<file path="src/rtl/load_stall_ctrl.sv">
// Load-use interlock: freezes PC and IF/ID, bubbles ID/EX, then runs a one-cycle MEM/WB replay window.
// Optional saturating bubble counter enabled by defining LOAD_STALL_PERF_CNT_EN.
module load_stall_ctrl #(
    parameter int STALL_CYCLES = 1,
    parameter int CNT_W        = 16
) (
    input  logic             clk,
    input  logic             rst,
    input  logic [1:0]       fwd_sel_a,
    input  logic [1:0]       fwd_sel_b,
    input  logic             rt_used,
    input  logic             branch_flush,
    output logic             pc_write,
    output logic             if_id_write,
    output logic             id_ex_bubble,
    output logic             stall_active,
    output logic             lmd_fwd_a,
    output logic             lmd_fwd_b,
    output logic [CNT_W-1:0] stall_count
);

    localparam logic [1:0] ST_RUN    = 2'd0;
    localparam logic [1:0] ST_STALL  = 2'd1;
    localparam logic [1:0] ST_REPLAY = 2'd2;

    localparam logic [1:0] REM_INIT = (STALL_CYCLES >= 2) ? 2'(STALL_CYCLES - 2) : 2'd0;

    logic [1:0] state_q, state_d;
    logic [1:0] rem_q, rem_d;
    logic       ha_q, ha_d;
    logic       hb_q, hb_d;
    logic       lmd_fwd_a_q, lmd_fwd_a_d;
    logic       lmd_fwd_b_q, lmd_fwd_b_d;
    logic       hit_a, hit_b, hazard, freeze;

    always_comb begin
        hit_a  = (fwd_sel_a == 2'b11);
        hit_b  = rt_used & (fwd_sel_b == 2'b11);
        hazard = hit_a | hit_b;
        // Flush wins over both a fresh hazard and an in-flight stall.
        freeze = ~branch_flush &
                 (((state_q == ST_RUN) & hazard) | (state_q == ST_STALL));

        state_d = state_q;
        rem_d   = rem_q;
        ha_d    = ha_q;
        hb_d    = hb_q;

        if (branch_flush) begin
            state_d = ST_RUN;
            rem_d   = 2'd0;
            ha_d    = 1'b0;
            hb_d    = 1'b0;
        end else begin
            case (state_q)
                ST_RUN: begin
                    if (hazard) begin
                        ha_d = hit_a;
                        hb_d = hit_b;
                        if (STALL_CYCLES == 1) begin
                            state_d = ST_REPLAY;
                        end else begin
                            state_d = ST_STALL;
                            rem_d   = REM_INIT;
                        end
                    end
                end
                ST_STALL: begin
                    if (rem_q == 2'd0) begin
                        state_d = ST_REPLAY;
                    end else begin
                        rem_d = rem_q - 2'd1;
                    end
                end
                ST_REPLAY: begin
                    state_d = ST_RUN;
                    ha_d    = 1'b0;
                    hb_d    = 1'b0;
                end
                default: begin
                    state_d = ST_RUN;
                    rem_d   = 2'd0;
                    ha_d    = 1'b0;
                    hb_d    = 1'b0;
                end
            endcase
        end

        // Registered so the load-data selects appear exactly in the REPLAY cycle.
        lmd_fwd_a_d = (state_d == ST_REPLAY) & ha_d;
        lmd_fwd_b_d = (state_d == ST_REPLAY) & hb_d;
    end

    always_ff @(posedge clk) begin
        if (rst) begin
            state_q     <= ST_RUN;
            rem_q       <= 2'd0;
            ha_q        <= 1'b0;
            hb_q        <= 1'b0;
            lmd_fwd_a_q <= 1'b0;
            lmd_fwd_b_q <= 1'b0;
        end else begin
            state_q     <= state_d;
            rem_q       <= rem_d;
            ha_q        <= ha_d;
            hb_q        <= hb_d;
            lmd_fwd_a_q <= lmd_fwd_a_d;
            lmd_fwd_b_q <= lmd_fwd_b_d;
        end
    end

    assign pc_write     = ~freeze;
    assign if_id_write  = ~freeze;
    assign id_ex_bubble = freeze;
    assign stall_active = freeze;
    assign lmd_fwd_a    = lmd_fwd_a_q;
    assign lmd_fwd_b    = lmd_fwd_b_q;

`ifdef LOAD_STALL_PERF_CNT_EN
    logic [CNT_W-1:0] cnt_q, cnt_d;

    always_comb begin
        cnt_d = cnt_q;
        if (freeze && (cnt_q != '1)) begin
            cnt_d = cnt_q + {{(CNT_W-1){1'b0}}, 1'b1};
        end
    end

    always_ff @(posedge clk) begin
        if (rst) begin
            cnt_q <= '0;
        end else begin
            cnt_q <= cnt_d;
        end
    end

    assign stall_count = cnt_q;
`else
    assign stall_count = '0;
`endif

endmodule

</file>
<file path="config.mk">
export PLATFORM = sky130hd
export DESIGN_NAME = load_stall_ctrl
export DESIGN_NICKNAME = d
export VERILOG_FILES = /design/src/rtl/load_stall_ctrl.sv
export SDC_FILE = /design/constraint.sdc
export NUM_CORES = 1
export LEC_CHECK = 0
export ABC_AREA = 1
export BUFFER_PORTS_ARGS = -buffer_cell sky130_fd_sc_hd__buf_2
export CAP_MARGIN = 40
export CORE_AREA = 2 2 39 41
export DETAILED_ROUTE_END_ITERATION = 16
export DIE_AREA = 0 0 41 43
export PLACE_DENSITY_LB_ADDON = 0.05
export SLEW_MARGIN = 20
export SYNTH_ARGS = -nofsm -noshare
export SYNTH_HDL_FRONTEND = slang
export SYNTH_SLANG_ARGS = --single-unit
</file>
<file path="constraint.sdc">
create_clock -name clk -period 1.5 [get_ports clk]
set_input_delay 0.15 -clock clk [delete_from_list [all_inputs] [get_ports clk]]
set_output_delay 0.15 -clock clk [all_outputs]
set_load 0.005 [all_outputs]
</file>
# Yosys cells after proc, flatten, opt, wreduce, memory -nomap -nowiden
# Cells that the tools add are included.
# op_classes
addsub	1
eq_ne	6
muxes	12
n_bitwise	10
n_reduce_logical	5
# op_table
op	count
$eq A2 B2 Y1 const B	4
$mux W2	4
$pmux W2 S2	2
$and A1 B1 Y1	5
$logic_not A2 Y1	2
$mux W1	4
$pmux W1 S2	2
$reduce_or A2 Y1	2
$not A1 Y1	3
$eq A2 B1 Y1 const B	1
$ne A2 B2 Y1 const B	1
$or A1 B1 Y1	2
$reduce_and A2 Y1	1
$sub A2 B1 Y2 const B	1
# totals
ff_bits	8
in_bits	8
out_inout_bits	22
elab_cells	40

# Logic depth before layout (Yosys ltp)
# depth
depth_word	8
ltp_mapped	7
mapped_depth_nobuf	7

# Worst setup path after synthesis
# No wires, ideal clock.
# synth_timing
kind	reg-to-output
start	register state_q[0]
end	output port pc_write
t_arrival_ps	941
t_required_ps	1350
slack_ps	409
stages_incl_launch_ff	6
n_path_buf	1
cell_sequence	dfxtp_1 -> nor2_2 -> nand2_1 -> a21oi_2 -> inv_1 -> buf_4
# synth_between
elab_chain_len	5
# synth_lines
element	line_no	source
from (decl)	28	logic [1:0] state_q, state_d;
from (signal assigned)	103	state_q <= state_d;
$logic_not A2 Y1	42	(((state_q == ST_RUN) & hazard) | (state_q == ST_STALL));
$and A1 B1 Y1	42	
$or A1 B1 Y1 *	42	
$and A1 B1 Y1 *	41	freeze = ~branch_flush &
via id_ex_bubble	15	output logic id_ex_bubble,
$not A1 Y1 *	--	
to (decl)	13	output logic pc_write,
# The timed path passes the listed nets; every way through them passes the cells marked *.

# Final worst setup path
# layout_timing
start	register state_q[0]
end	output port if_id_write
# layout_between
elab_chain_len	5
# layout_lines
element	line_no	source
$logic_not A2 Y1	42	
$and A1 B1 Y1	42	
$or A1 B1 Y1 *	42	
$and A1 B1 Y1 *	41	
$not A1 Y1 *	113	assign if_id_write = ~freeze;
to (decl)	14	output logic if_id_write,
# Mark *: on every way between the ends. The rest lies on a longest branch, timed or not.

==> flow_metrics.py <==
metrics = {
    "outcome": {
        "status": "finished, final reports clean",
    },
    "grt": {
        "grt_pass1_vias": 333,
        "grt_first_pass_wirelength_mm": 1.221,
        "antenna_found_initial": 0,
        "grt_use_total_pct": 11.09,
        "grt_overflow": 0,
        "grt_max_degree": 6,
    },
    "die": {
        "io_pins": 30,
        "initial_core_util_pct": 37.25,
        "dieArea_um2": 1763,
        "coreArea_um2": 1384,
        "dieHeight_um": 43,
        "placementRows": 14,
        "die_x_um": 41,
    },
    "clock_tree": {
        "post_cts_buffers": 0,
        "cts.sinks": 8,
        "ctsResizeCount": 0,
        "cts_buffers": 3,
        "clk_latency_ps": 260,
        "cts_root_buf": "clkbuf_4",
        "path_clk_slew_ps": 50,
        "clock_path_buffers": 2,
        "htreeDepth": 1,
        "cts_hold_buf": 0,
        "cts_tree": "yes",
    },
    "route": {
        "first_pass_iters": 2,
        "drt.antenna.violating_nets": 0,
        "drc": 0,
        "first_iter_violations": 7,
        "wl_per_cell_um": 7.647,
        "viasPerCell": 3.843,
        "num_vias": 392,
        "drt-total-wl_um": 780,
    },
    "finish": {
        "antenna_cells": 0,
        "final_common_cell": "conb_1",
        "syn_to_final_growth_pct": 5.583,
        "instances_no_fill": 102,
        "finish.utilization_pct": 39.33,
        "fin_nets": 97,
        "final_cell_mix": "16 x conb_1, 15 x nand2_1, 13 x buf_2",
        "finalInstanceArea_um2": 544.3,
        "drive_above_1_share_pct": 27.91,
    },
    "power": {
        "p_leak_nw": 0.3036,
        "peakVddDrop_mv": 0.3668,
        "power.density_nw_per_um2": 802.8,
        "p_total_mw": 0.4369,
    },
    "synth": {
        "ys_seq_elements": 8,
        "yosysWarningCount": 0,
        "postSynthCellCount": 73,
        "syn_area_per_cell_um2": 7.062,
        "syn_area_um2": 515.5,
        "synth_top_family_by_area": "buffers and inverters",
        "synthFlopType": "dfxtp_1",
        "synthSimpleGateAreaFrac_pct": 27.91,
        "synth_compound_area_share_pct": 4.369,
        "synthArstFlopShare_pct": 0,
        "synth_edf_count": 0,
        "synth_xor_area_share_pct": 0,
        "ys_seq_area_share_pct": 31.07,
        "synthMuxAreaShare_pct": 0,
        "synth_fa_ha_area_share_pct": 2.427,
        "ys_types": 16,
    },
    "setup_path": {
        "arrival_ps": 1180,
        "cp.required_ps": 1350,
        "cp-start-kind": "flop",
        "worstSetupEndpointType": "output pin",
        "cp_max_fo": 4,
        "crit_type": "reg2out",
    },
    "placement": {
        "globalplace.congestion": 0.6347,
        "pre_cts_ws_ps": 427.3,
        "placed_cells": 99,
        "hpwlAfterDp_um": 679.7,
        "dpl-instance-area_um2": 521.8,
        "io_buffers": 13,
    },
    "sta": {
        "setup-violations-final": 0,
        "setup_ws_ps": 167.4,
        "fin_worst_skew_ps": 1.083,
        "max_freq_mhz": 750.4,
        "setup_tns_ps": 0,
        "finalHoldViolations": 0,
        "period_minus_slack_ps": 1333,
        "rsz0062_at_grt": "no",
        "finalMaxSlewViolations": 0,
        "hold_slack_ps": 65.71,
        "fin_crit_sh_pct": 88.84,
    },
    "min_path": {
        "hp-class": "in2reg",
    },
    "job": {
        "drv_cap": 0,
    },
}
==> where the power goes <==
| group | internal [mW] | switching (mW) |
|---|---|---|
| logic | 0.0187 | 0.0322 |
| registers | 0.216 | 0.00213 |
| clock network | 0.0918 | 0.0766 |
==> final cells by class <==
type / instances / area, um2
fillers: 160 / 839.6
multi-input cells: 52 / 239.0
flip-flops and latches: 8 / 160.2
repair buffers: 13 / 65.06
inverters: 10 / 37.54
clock buffers: 3 / 22.52
well taps: 16 / 20.02
==> flip-flops by register name, summed over array words and instances (netlist names) <==
register	flops
ha_q	1
hb_q	1
lmd_fwd_a	1
lmd_fwd_b	1
rem_q	2
state_q	2
==> logic make-up after synthesis <==
kind of cell / count (synthesis)
simple gates: 32
buf+inv: 28
flops: 8
compound gates: 3
fa+ha+maj: 1
other cells: 1
==> routing by layer <==
| layer | track usage (%) | part of all wire [%] | up-vias |
|---|---|---|---|
| met5 | 0 | 0 | - |
| met4 | 14.00 | 5.5 | 0 |
| met3 | 1.571 | 9.4 | 5 |
| met2 | 14.69 | 42 | 23 |
| met1 | 12.70 | 43 | 153 |
| li1 | - | - | 211 |
==> cells in the mapped netlist, types with 3 or more instances <==
cell     number  share of area, %
buf_4        18                26
dfxtp_1       8                31
inv_1         9               6.6
nand2_1      15                11
nand2_2       3               3.6
nand3_1       3               2.9
nor2_1        8               5.8
==> worst paths after layout <==
| path | depth (start not counted) | startpoint | end | slack [ps] |
|---|---|---|---|---|
| setup reg to reg | 5 | rem_q[0] | rem_q[1] | 500 |
| hold / removal | 2 | rst | state_q[1] | 70 |
| hold reg to reg | 2 | rem_q[1] | rem_q[1] | 490 |
| setup / recovery | 5 | state_q[0] | if_id_write | 170 |
==> critical path, stage by stage (launching register included) <==
cell and delay, ps:
dfxtp_1 340, nor2_2 140, nand2_1 100, a21oi_2 150
inv_1 60, buf_2 120
Power figures use the tool's default switching activity.
